[src/rtl/sram_rr_arbiter_pkg.sv]
// rtl/sram_rr_arbiter_pkg.sv - shared ids, default widths and tag layout for the SRAM arbiter
package sram_rr_arbiter_pkg;

   // Requester ids; the id doubles as the bit index into the 2-bit vld/rdy/rsp vectors
   localparam logic REQ0 = 1'b0;
   localparam logic REQ1 = 1'b1;

   // Default widths; data/address must track the attached SRAM
   localparam int DEF_BW_DATA = 64;
   localparam int DEF_BW_ADDR = 6;
   localparam int DEF_BW_CNT  = 16;

   // Bit positions of the fields inside a packed tag
   localparam int TAG_VLD_BIT = 2;
   localparam int TAG_ID_BIT  = 1;
   localparam int TAG_RD_BIT  = 0;

   // Tag that follows an accepted access down the return pipe
   typedef struct packed {
      logic vld;      // an access was accepted
      logic id;       // requester that issued it
      logic is_read;  // only reads produce a response
   } tag_t;

   localparam tag_t TAG_IDLE = '0;

   // One-hot response-valid vector for a requester id
   function automatic logic [1:0] id_onehot(input logic id);
      return (id == REQ1) ? 2'b10 : 2'b01;
   endfunction

endpackage

[src/rtl/sram_rr_arbiter_if.sv]
// rtl/sram_rr_arbiter_if.sv - requester, response, SRAM-pin and counter bundle of the arbiter
interface sram_rr_arbiter_if #(
   parameter int BW_DATA = 64,
   parameter int BW_ADDR = 6,
   parameter int BW_CNT  = 16
) ();

   // Requester side
   logic [1:0]         req_vld;
   logic [1:0]         req_rdy;
   logic [1:0]         req_wen;
   logic [BW_ADDR-1:0] req_addr0;
   logic [BW_ADDR-1:0] req_addr1;
   logic [BW_DATA-1:0] req_data0;
   logic [BW_DATA-1:0] req_data1;

   // Read return
   logic [1:0]         rsp_vld;
   logic [BW_DATA-1:0] rsp_data;

   // SRAM pins
   logic               sram_cen;
   logic               sram_wen;
   logic               sram_oen;
   logic [BW_ADDR-1:0] sram_addr;
   logic [BW_DATA-1:0] sram_wdata;
   logic [BW_DATA-1:0] sram_rdata;

   // Grant statistics
   logic [BW_CNT-1:0]  gnt_cnt0;
   logic [BW_CNT-1:0]  gnt_cnt1;

   // Environment view: requesters plus the external SRAM
   modport master (
      output req_vld, req_wen, req_addr0, req_addr1, req_data0, req_data1, sram_rdata,
      input  req_rdy, rsp_vld, rsp_data, sram_cen, sram_wen, sram_oen, sram_addr,
             sram_wdata, gnt_cnt0, gnt_cnt1
   );

   // Arbiter view
   modport slave (
      input  req_vld, req_wen, req_addr0, req_addr1, req_data0, req_data1, sram_rdata,
      output req_rdy, rsp_vld, rsp_data, sram_cen, sram_wen, sram_oen, sram_addr,
             sram_wdata, gnt_cnt0, gnt_cnt1
   );

endinterface

[src/rtl/sram_rr_arbiter_gnt.sv]
// rtl/sram_rr_arbiter_gnt.sv - two-way round-robin grant with last-granted memory
module sram_rr_arbiter_gnt
   import sram_rr_arbiter_pkg::*;
(
   input  logic       clk,
   input  logic       rst,
   input  logic [1:0] vld,
   input  logic       accept,
   output logic [1:0] rdy
);

   // Requester granted most recently; starts at REQ1 so REQ0 wins the first contention
   logic last_gnt;

   // Grant: a lone requester wins, contention goes to the one not granted last
   always_comb begin
      rdy = 2'b00;
      if (!rst) begin
         unique case (vld)
            2'b01:   rdy = 2'b01;
            2'b10:   rdy = 2'b10;
            2'b11:   rdy = (last_gnt == REQ0) ? 2'b10 : 2'b01;
            default: rdy = 2'b00;
         endcase
      end
   end

   // Remember the winner only when its request is actually taken
   always_ff @(posedge clk) begin
      if (rst) begin
         last_gnt <= REQ1;
      end else if (accept) begin
         last_gnt <= rdy[1];
      end
   end

endmodule

[src/rtl/sram_rr_arbiter.sv]
// rtl/sram_rr_arbiter.sv - round-robin sharing of one single-port SRAM between two requesters
module sram_rr_arbiter
   import sram_rr_arbiter_pkg::*;
#(
   parameter int BW_DATA = DEF_BW_DATA,
   parameter int BW_ADDR = DEF_BW_ADDR,
   parameter int BW_CNT  = DEF_BW_CNT
) (
   input logic                i_clk,
   input logic                i_rst,
   sram_rr_arbiter_if.slave   bus
);

   localparam logic [BW_CNT-1:0] CNT_MAX = {BW_CNT{1'b1}};

   logic [1:0]         rdy;
   logic               accept;
   logic               win;
   logic               win_wen;
   logic [BW_ADDR-1:0] win_addr;
   logic [BW_DATA-1:0] win_data;

   logic               sram_cen_q;
   logic               sram_wen_q;
   logic               sram_oen_q;
   logic [BW_ADDR-1:0] sram_addr_q;
   logic [BW_DATA-1:0] sram_wdata_q;

   tag_t               tag_s1;
   tag_t               tag_s2;

   logic [1:0]         rsp_vld_q;
   logic [BW_DATA-1:0] rsp_data_q;

   logic [BW_CNT-1:0]  cnt0_q;
   logic [BW_CNT-1:0]  cnt1_q;

   sram_rr_arbiter_gnt u_gnt (
      .clk    (i_clk),
      .rst    (i_rst),
      .vld    (bus.req_vld),
      .accept (accept),
      .rdy    (rdy)
   );

   // rdy is one-hot or zero, so its upper bit is the winning id
   assign accept   = |(bus.req_vld & rdy);
   assign win      = rdy[1];
   assign win_wen  = bus.req_wen[win];
   assign win_addr = (win == REQ1) ? bus.req_addr1 : bus.req_addr0;
   assign win_data = (win == REQ1) ? bus.req_data1 : bus.req_data0;

   // Issue stage: the accepted access is presented to the SRAM for exactly one cycle
   always_ff @(posedge i_clk) begin
      if (i_rst || !accept) begin
         sram_cen_q   <= 1'b0;
         sram_wen_q   <= 1'b0;
         sram_oen_q   <= 1'b0;
         sram_addr_q  <= '0;
         sram_wdata_q <= '0;
      end else begin
         sram_cen_q   <= 1'b1;
         sram_wen_q   <= win_wen;
         sram_oen_q   <= ~win_wen;
         sram_addr_q  <= win_addr;
         sram_wdata_q <= win_data;
      end
   end

   // Tag pipe: stage 1 lines up with the issue cycle, stage 2 with SRAM read data
   always_ff @(posedge i_clk) begin
      if (i_rst) begin
         tag_s1 <= TAG_IDLE;
         tag_s2 <= TAG_IDLE;
      end else begin
         tag_s1.vld     <= accept;
         tag_s1.id      <= win;
         tag_s1.is_read <= accept & ~win_wen;
         tag_s2         <= tag_s1;
      end
   end

   // Response register: capture SRAM data and pulse the owner's valid for reads only
   always_ff @(posedge i_clk) begin
      if (i_rst) begin
         rsp_vld_q  <= 2'b00;
         rsp_data_q <= '0;
      end else if (tag_s2.vld && tag_s2.is_read) begin
         rsp_vld_q  <= id_onehot(tag_s2.id);
         rsp_data_q <= bus.sram_rdata;
      end else begin
         rsp_vld_q  <= 2'b00;
      end
   end

   // Saturating per-requester acceptance counters
   always_ff @(posedge i_clk) begin
      if (i_rst) begin
         cnt0_q <= '0;
         cnt1_q <= '0;
      end else if (accept) begin
         if (win == REQ0 && cnt0_q != CNT_MAX) cnt0_q <= cnt0_q + 1'b1;
         if (win == REQ1 && cnt1_q != CNT_MAX) cnt1_q <= cnt1_q + 1'b1;
      end
   end

   assign bus.req_rdy    = rdy;
   assign bus.sram_cen   = sram_cen_q;
   assign bus.sram_wen   = sram_wen_q;
   assign bus.sram_oen   = sram_oen_q;
   assign bus.sram_addr  = sram_addr_q;
   assign bus.sram_wdata = sram_wdata_q;
   assign bus.rsp_vld    = rsp_vld_q;
   assign bus.rsp_data   = rsp_data_q;
   assign bus.gnt_cnt0   = cnt0_q;
   assign bus.gnt_cnt1   = cnt1_q;

endmodule
[src/flat_wrapper.sv]
// flat-port wrapper written by rule: the top's interface ports become plain ports
module sram_rr_arbiter_flat import sram_rr_arbiter_pkg::*;
#(
   parameter int BW_DATA = DEF_BW_DATA,
   parameter int BW_ADDR = DEF_BW_ADDR,
   parameter int BW_CNT  = DEF_BW_CNT
)
  (i_clk, i_rst, bus_req_vld, bus_req_wen, bus_req_addr0, bus_req_addr1, bus_req_data0, bus_req_data1, bus_sram_rdata, bus_req_rdy, bus_rsp_vld, bus_rsp_data, bus_sram_cen, bus_sram_wen, bus_sram_oen, bus_sram_addr, bus_sram_wdata, bus_gnt_cnt0, bus_gnt_cnt1);
  sram_rr_arbiter_if #(.BW_DATA(BW_DATA), .BW_ADDR(BW_ADDR), .BW_CNT(BW_CNT)) bus_i ();
  input logic i_clk;
  input logic i_rst;
  input wire logic [$bits(bus_i.req_vld)-1:0] bus_req_vld;
  input wire logic [$bits(bus_i.req_wen)-1:0] bus_req_wen;
  input wire logic [$bits(bus_i.req_addr0)-1:0] bus_req_addr0;
  input wire logic [$bits(bus_i.req_addr1)-1:0] bus_req_addr1;
  input wire logic [$bits(bus_i.req_data0)-1:0] bus_req_data0;
  input wire logic [$bits(bus_i.req_data1)-1:0] bus_req_data1;
  input wire logic [$bits(bus_i.sram_rdata)-1:0] bus_sram_rdata;
  output wire logic [$bits(bus_i.req_rdy)-1:0] bus_req_rdy;
  output wire logic [$bits(bus_i.rsp_vld)-1:0] bus_rsp_vld;
  output wire logic [$bits(bus_i.rsp_data)-1:0] bus_rsp_data;
  output wire logic [$bits(bus_i.sram_cen)-1:0] bus_sram_cen;
  output wire logic [$bits(bus_i.sram_wen)-1:0] bus_sram_wen;
  output wire logic [$bits(bus_i.sram_oen)-1:0] bus_sram_oen;
  output wire logic [$bits(bus_i.sram_addr)-1:0] bus_sram_addr;
  output wire logic [$bits(bus_i.sram_wdata)-1:0] bus_sram_wdata;
  output wire logic [$bits(bus_i.gnt_cnt0)-1:0] bus_gnt_cnt0;
  output wire logic [$bits(bus_i.gnt_cnt1)-1:0] bus_gnt_cnt1;
  assign bus_i.req_vld = bus_req_vld;
  assign bus_i.req_wen = bus_req_wen;
  assign bus_i.req_addr0 = bus_req_addr0;
  assign bus_i.req_addr1 = bus_req_addr1;
  assign bus_i.req_data0 = bus_req_data0;
  assign bus_i.req_data1 = bus_req_data1;
  assign bus_i.sram_rdata = bus_sram_rdata;
  assign bus_req_rdy = bus_i.req_rdy;
  assign bus_rsp_vld = bus_i.rsp_vld;
  assign bus_rsp_data = bus_i.rsp_data;
  assign bus_sram_cen = bus_i.sram_cen;
  assign bus_sram_wen = bus_i.sram_wen;
  assign bus_sram_oen = bus_i.sram_oen;
  assign bus_sram_addr = bus_i.sram_addr;
  assign bus_sram_wdata = bus_i.sram_wdata;
  assign bus_gnt_cnt0 = bus_i.gnt_cnt0;
  assign bus_gnt_cnt1 = bus_i.gnt_cnt1;
  sram_rr_arbiter #(.BW_DATA(BW_DATA), .BW_ADDR(BW_ADDR), .BW_CNT(BW_CNT)) u_core (.i_clk(i_clk), .i_rst(i_rst), .bus(bus_i));
endmodule
[config.mk]
export PLATFORM = sky130hd
export DESIGN_NAME = sram_rr_arbiter_flat
export DESIGN_NICKNAME = d
export VERILOG_FILES = /design/src/rtl/sram_rr_arbiter_pkg.sv /design/src/rtl/sram_rr_arbiter_if.sv /design/src/rtl/sram_rr_arbiter_gnt.sv /design/src/rtl/sram_rr_arbiter.sv /design/src/flat_wrapper.sv
export SDC_FILE = /design/constraint.sdc
export NUM_CORES = 1
export LEC_CHECK = 0
export CAP_MARGIN = 20
export CORE_AREA = 4 4 147 149
export CTS_BUF_LIST = sky130_fd_sc_hd__clkbuf_4
export DETAILED_ROUTE_END_ITERATION = 8
export DIE_AREA = 0 0 151 153
export PLACE_DENSITY_LB_ADDON = 0.25
export SLEW_MARGIN = 20
export SYNTH_ARGS = -nofsm -noshare
export SYNTH_HDL_FRONTEND = slang
export SYNTH_SLANG_ARGS = --single-unit
[constraint.sdc]
create_clock -name i_clk -period 1.93 [get_ports i_clk]
set_input_delay 0.193 -clock i_clk [delete_from_list [all_inputs] [get_ports i_clk]]
set_output_delay 0.193 -clock i_clk [all_outputs]
set_load 0.03 [all_outputs]
======== Word-level counts from Yosys, hierarchy flattened ========
Cells that the tools add are included.
cells by class
  $add $sub $neg .......................... 2
  magnitude comparators ................... 1
  equal/unequal tests ..................... 5
  mux-type cells .......................... 9
  bitwise logic cells ..................... 5
  reductions and logical operators ........ 9
operator list
  cell                   count
  $mux 64                1
  $add 16x1->16 const B  2
  $ne 16x16->1 const B   2
  $mux 2                 3
  $mux 6                 1
  $pmux 2 s3             1
  $eq 2x2->1 const B     2
  $reduce_and 2->1       2
  $reduce_or 2->1        2
  $logic_and 1x1->1      3
  $mux 1                 3
  $not 1->1              3
  $and 2x2->2            1
  $eq 2x1->1 const B     1
  $lt 1x2->1 const B     1
  $and 1x1->1            1
  $logic_not 1->1        1
  $logic_or 1x1->1       1
storage, ports and cells
  register bits after elaboration ......... 178
  output and inout bits ................... 173
  word-level logic and storage cells ...... 47

======== Depth between registers and ports, before layout ========
  depth after elaboration ................. 8
  depth in mapped cells ................... 6
  mapped depth without buffers ............ 6

======== By module ========
A second synthesis with hierarchy kept.
unflattened totals
  cell total of the unflattened synthesis .. 718
  area, all modules ....................... 6,587.6 um2
modules (own cells, without submodules)
  module               times used  cells an instance  area an instance (um2)  sequential area each (um2)
  sram_rr_arbiter      1           710                6,525.0                 3,543.4
  sram_rr_arbiter_gnt  1           8                  62.6                    20.0

======== Least setup slack after synthesis ========
No wires, ideal clock.
  path kind ............................... reg2reg
  start point ............................. reg u_core.cnt0_q[0], in the netlist u_core.bus.gnt_cnt0[0]
  end point ............................... reg u_core.cnt0_q[10], in the netlist u_core.bus.gnt_cnt0[10]
  library setup time ...................... 0.128 ns
  arrival time ............................ 1.830 ns
  slack ................................... -0.028 ns
  cell stages (with the launch flop) ...... 7
  cells stage by stage .................... dfxtp_1 -> ha_1 -> nand4_1 -> or2_2 -> nor4b_1 -> xnor2_1 -> nor2_1
between the ends
  longest elaborated chain between the ends .. 3
  elaborated cells on any way between the ends .. 4
  classes of those cells .................. add/sub (1); eq/ne (1); reduce/logical (2)
RTL lines
  what                                                                   line                    RTL
  start: declaration                                                     sram_rr_arbiter.sv:35   logic [BW_CNT-1:0] cnt0_q;
  start signal: assignment                                               sram_rr_arbiter.sv:102  if (win == REQ0 && cnt0_q != CNT_MAX) cnt0_q <= cnt0_q + 1'b1;
  parallel branches: the longest is 3 deep, another holds $add 16x1->16  --
Parallel ways; which one is timed is not known.
A chain may end at the register's enable or synchronous reset.

======== Worst setup path after layout ========
  start point ............................. reg u_core.cnt1_q[1], in the netlist u_core.bus.gnt_cnt1[1]
  end point ............................... out bus_gnt_cnt1[1]
RTL lines
  what                      line                    RTL
  start: declaration        sram_rr_arbiter.sv:36   logic [BW_CNT-1:0] cnt1_q;
  start signal: assignment  sram_rr_arbiter.sv:103  if (win == REQ1 && cnt1_q != CNT_MAX) cnt1_q <= cnt1_q + 1'b1;
  end: declaration          flat_wrapper.sv:28      output wire logic [$bits(bus_i.gnt_cnt1)-1:0] bus_gnt_cnt1;
No word-level cell between the ends.

==> results.md <==
- Synth Cell Area: 0.00633 mm²
- Status: finished, final reports clean
- Top-count cell post-synth: dfxtp_1
- Initial Util: 0.314
- Final Cell Area: 0.0111 mm²
- LEAKAGE: 4.20 nW
- Final wirelength: 23,000 µm
- Gr ovfl total: 0
- Placed inst area: 0.0107 mm²
- Gr usage total: 0.187
- CP max-delay cell: clkdlybuf4s50_1
- Slew Limit Fails: 0
- Setup WS pre-CTS: -297 ps
- Antenna violations before repair: 1
- Worst-Skew Late Latency: 540 ps
- Critical path depth: 1
- Syn nets: 865
- DRC: 0
- Crit Path Class: register to output port
- Share of layout cells above drive strength 1: 0.151
- Largest net degree at the start of global routing: 74
- Worst Setup End Kind: output port
- Detailed-route via count: 6,224
- Critical-path cell list: clkdlybuf4s50_1
- Clk sinks: 178
- Seq/Total Area, Yosys: 0.563
- Top Family by Delay on Critical Path: buffers and inverters
- Vias in the first global route: 6,080
- Synth top area share: 0.563
- CTS tree: done
- Global-route wire length before repair: 33,800 µm
- #FFs+latches synth: 178
- Count of final hold-check violations: 0
- Max incr delay on CP: 700 ps
- Final worst slack: 102 ps
- Worst min-delay path class: primary input to register
- Post-synth EDFFs: 0
- Setup tns final: 0 ps
- Crit start category: register
- Buffer and inverter count on the worst path: 1
- Worst hold slack: 179 ps
- CTS Root Cell: clkbuf_4
- Critical path launch point: u_core.bus.gnt_cnt1[1]
- # Max-Cap Violations: 0
- Final-report setup violation count: 0
- Hold Crit Start: bus_sram_rdata[53]
- Starting DRT DRC Count: 236
- Fin cells: 1,332
- PD cells: 662 mW/mm²
- Synthesized instance count: 653
- Worst-path fanout max: 4
- Reg-to-reg slack, setup: 120 ps
- Reg2Reg Capture Point: u_core.bus.sram_wdata[39]
- Die Width: 151 µm
- Post-synthesis async set-or-reset flop share: 0
- Dominant cell type by area after synthesis: dfxtp_1
- Layout area overhead: 74.7%
- Prevailing post-synth register cell: dfxtp_1
- Antenna Nets Post-Route: 0
- Die height: 153 µm
- Avg Vias per Cell: 4.67
- Syn. warnings: 0
- Mean Syn Cell Area: 9.69 µm²
- Total CTS buffers: 17
- Cell Rows: 52
- Slew margin rel.: 0.487
- Commonest cells in the netlist: dfxtp_1, nand2_1, a21oi_1
- Routed length per instance: 17.3 µm
- Nets@finish: 1,261
- Full die area: 0.0231 mm²
- Placeable Area: 0.0202 mm²
- Clock tree buffer depth: 2
- CP Data Required Time: 1740 ps
- CTS Hold Bufs: 0
- Dpl cells: 1,294
- Crit path time final: 1830 ps
- Yosys cell types: 41
- Final period utilization: 0.947
- I/O pin total: 383
- Clock slew at reported path FFs: 150 ps
- Synth top area cells: dfxtp_1, o221a_2, nand2_1, a21oi_1, clkbuf_1
- Max frequency: 0.547 GHz
- H-tree depth: 4
- HPWL after detailed placement: 17,100 µm
- R2R depth: 8
- Crit path to: bus_gnt_cnt1[1]
- Skew final: 22.0 ps
- DR pass1 iterations: 4
- R2r startpoint: u_core.u_gnt.last_gnt
- I/O Buffers: 382
- Worst Path Arrival: 1630 ps
- Worst-Margin Slew: 770 ps
- Peak VDD IR: 363 µV
- GPL Wtd Cong: 0.833
==> flip-flops by register name, summed over array words and instances, names as in the netlist <==
name	flops
u_core.bus.rsp_data	64
u_core.bus.sram_wdata	64
u_core.bus.gnt_cnt0	16
u_core.bus.gnt_cnt1	16
u_core.bus.sram_addr	6
u_core.tag_s1	3
u_core.tag_s2	3
u_core.bus.rsp_vld	2
u_core.bus.sram_cen	1
u_core.bus.sram_oen	1
u_core.bus.sram_wen	1
u_core.u_gnt.last_gnt	1
==> worst min path at each step <==
stage	end	slack [ps]	cells after the start
finish	u_core.bus.rsp_data[53]	180	3
CTS	u_core.bus.rsp_data[60]	100	3
detailed placement	u_core.bus.rsp_vld[0]	420	1
global route	u_core.bus.rsp_data[63]	120	3
global placement	u_core.tag_s2[2]	420	1
floorplan	u_core.u_gnt.last_gnt	290	1
==> what timing repair did <==
action	4_1_cts	5_1_grt
resized for setup	27	8
pin swaps	1	1
setup endpoints to repair	25	12
buffers inserted	3	1
cloned	2	0
endpoints found under the hold margin	0	0
==> placed cells by master, fill, tap and decap left out, types with 2 or more instances in the layout <==
cell type,instances
inv_6,3
nand4_1,8
nor2_1,31
inv_1,4
ha_1,2
dfxtp_2,3
dfxtp_1,175
nor3b_1,4
clkbuf_4,18
xor2_1,9
bufbuf_16,2
nor3_1,12
dlygate4sd2_1,24
nor2b_1,5
clkinv_4,2
nor4_1,3
xnor2_1,13
nor4b_1,2
nor2_4,2
and2_1,2
buf_4,39
and4_1,2
clkdlybuf4s50_1,348
buf_12,5
clkinvlp_4,2
nand2_1,138
o21ai_0,8
bufinv_16,2
a21oi_1,73
or2_2,2
nand3_1,12
dlymetal6s2s_1,7
o221a_2,70
or3_1,4
inv_8,2
==> logic make-up (layout without fill, tap and decap cells) <==
family,count (synthesis),in the layout,share of synthesized area
flops,178,178,0.563
compound gates,158,158,0.198
other cells,0,1,0
mux,1,1,0.00158
simple gates,239,239,0.172
fa+ha+maj,2,2,0.00395
buf+inv,53,461,0.0314
xor+xnor,22,22,0.0304
==> area by class of cell <==
cell class                      count  area, µm²
Timing Repair Buffer              426       4250
Sequential cell                   178       3570
Antenna cell                        1       2.50
Tap cell                          270        338
Inverter                            4       15.0
Clock buffer                       18        135
Multi-Input combinational cell    422       2600
Fill cell                        1854       9110
Clock inverter                     13        150
==> stage by stage <==
step	total power (W)	utilization
after floorplan	0.00443	-
after global placement	0.00522	0.529
after detailed placement	0.00523	0.529
after CTS	0.00743	0.546
after global routing	0.00762	0.548
final	0.00732	0.548
==> power breakdown <==
group          leakage, nW  total [W]  internal, W  switching [W]
logic                 2.60    0.00132     0.000734       0.000587
clock network        0.151    0.00216     0.000805        0.00135
registers             1.45    0.00384      0.00380      0.0000392
total                 4.20    0.00732      0.00534        0.00198
==> routing by layer <==
metal	track usage	wire length [µm]	up-vias
li1	-	-	3114
met1	0.192	8610	2849
met2	0.351	11900	252
met3	0.0770	2320	9
met4	0.0406	154	0
met5	0	0	-
Note: power is estimated with default switching activity, not from simulation.
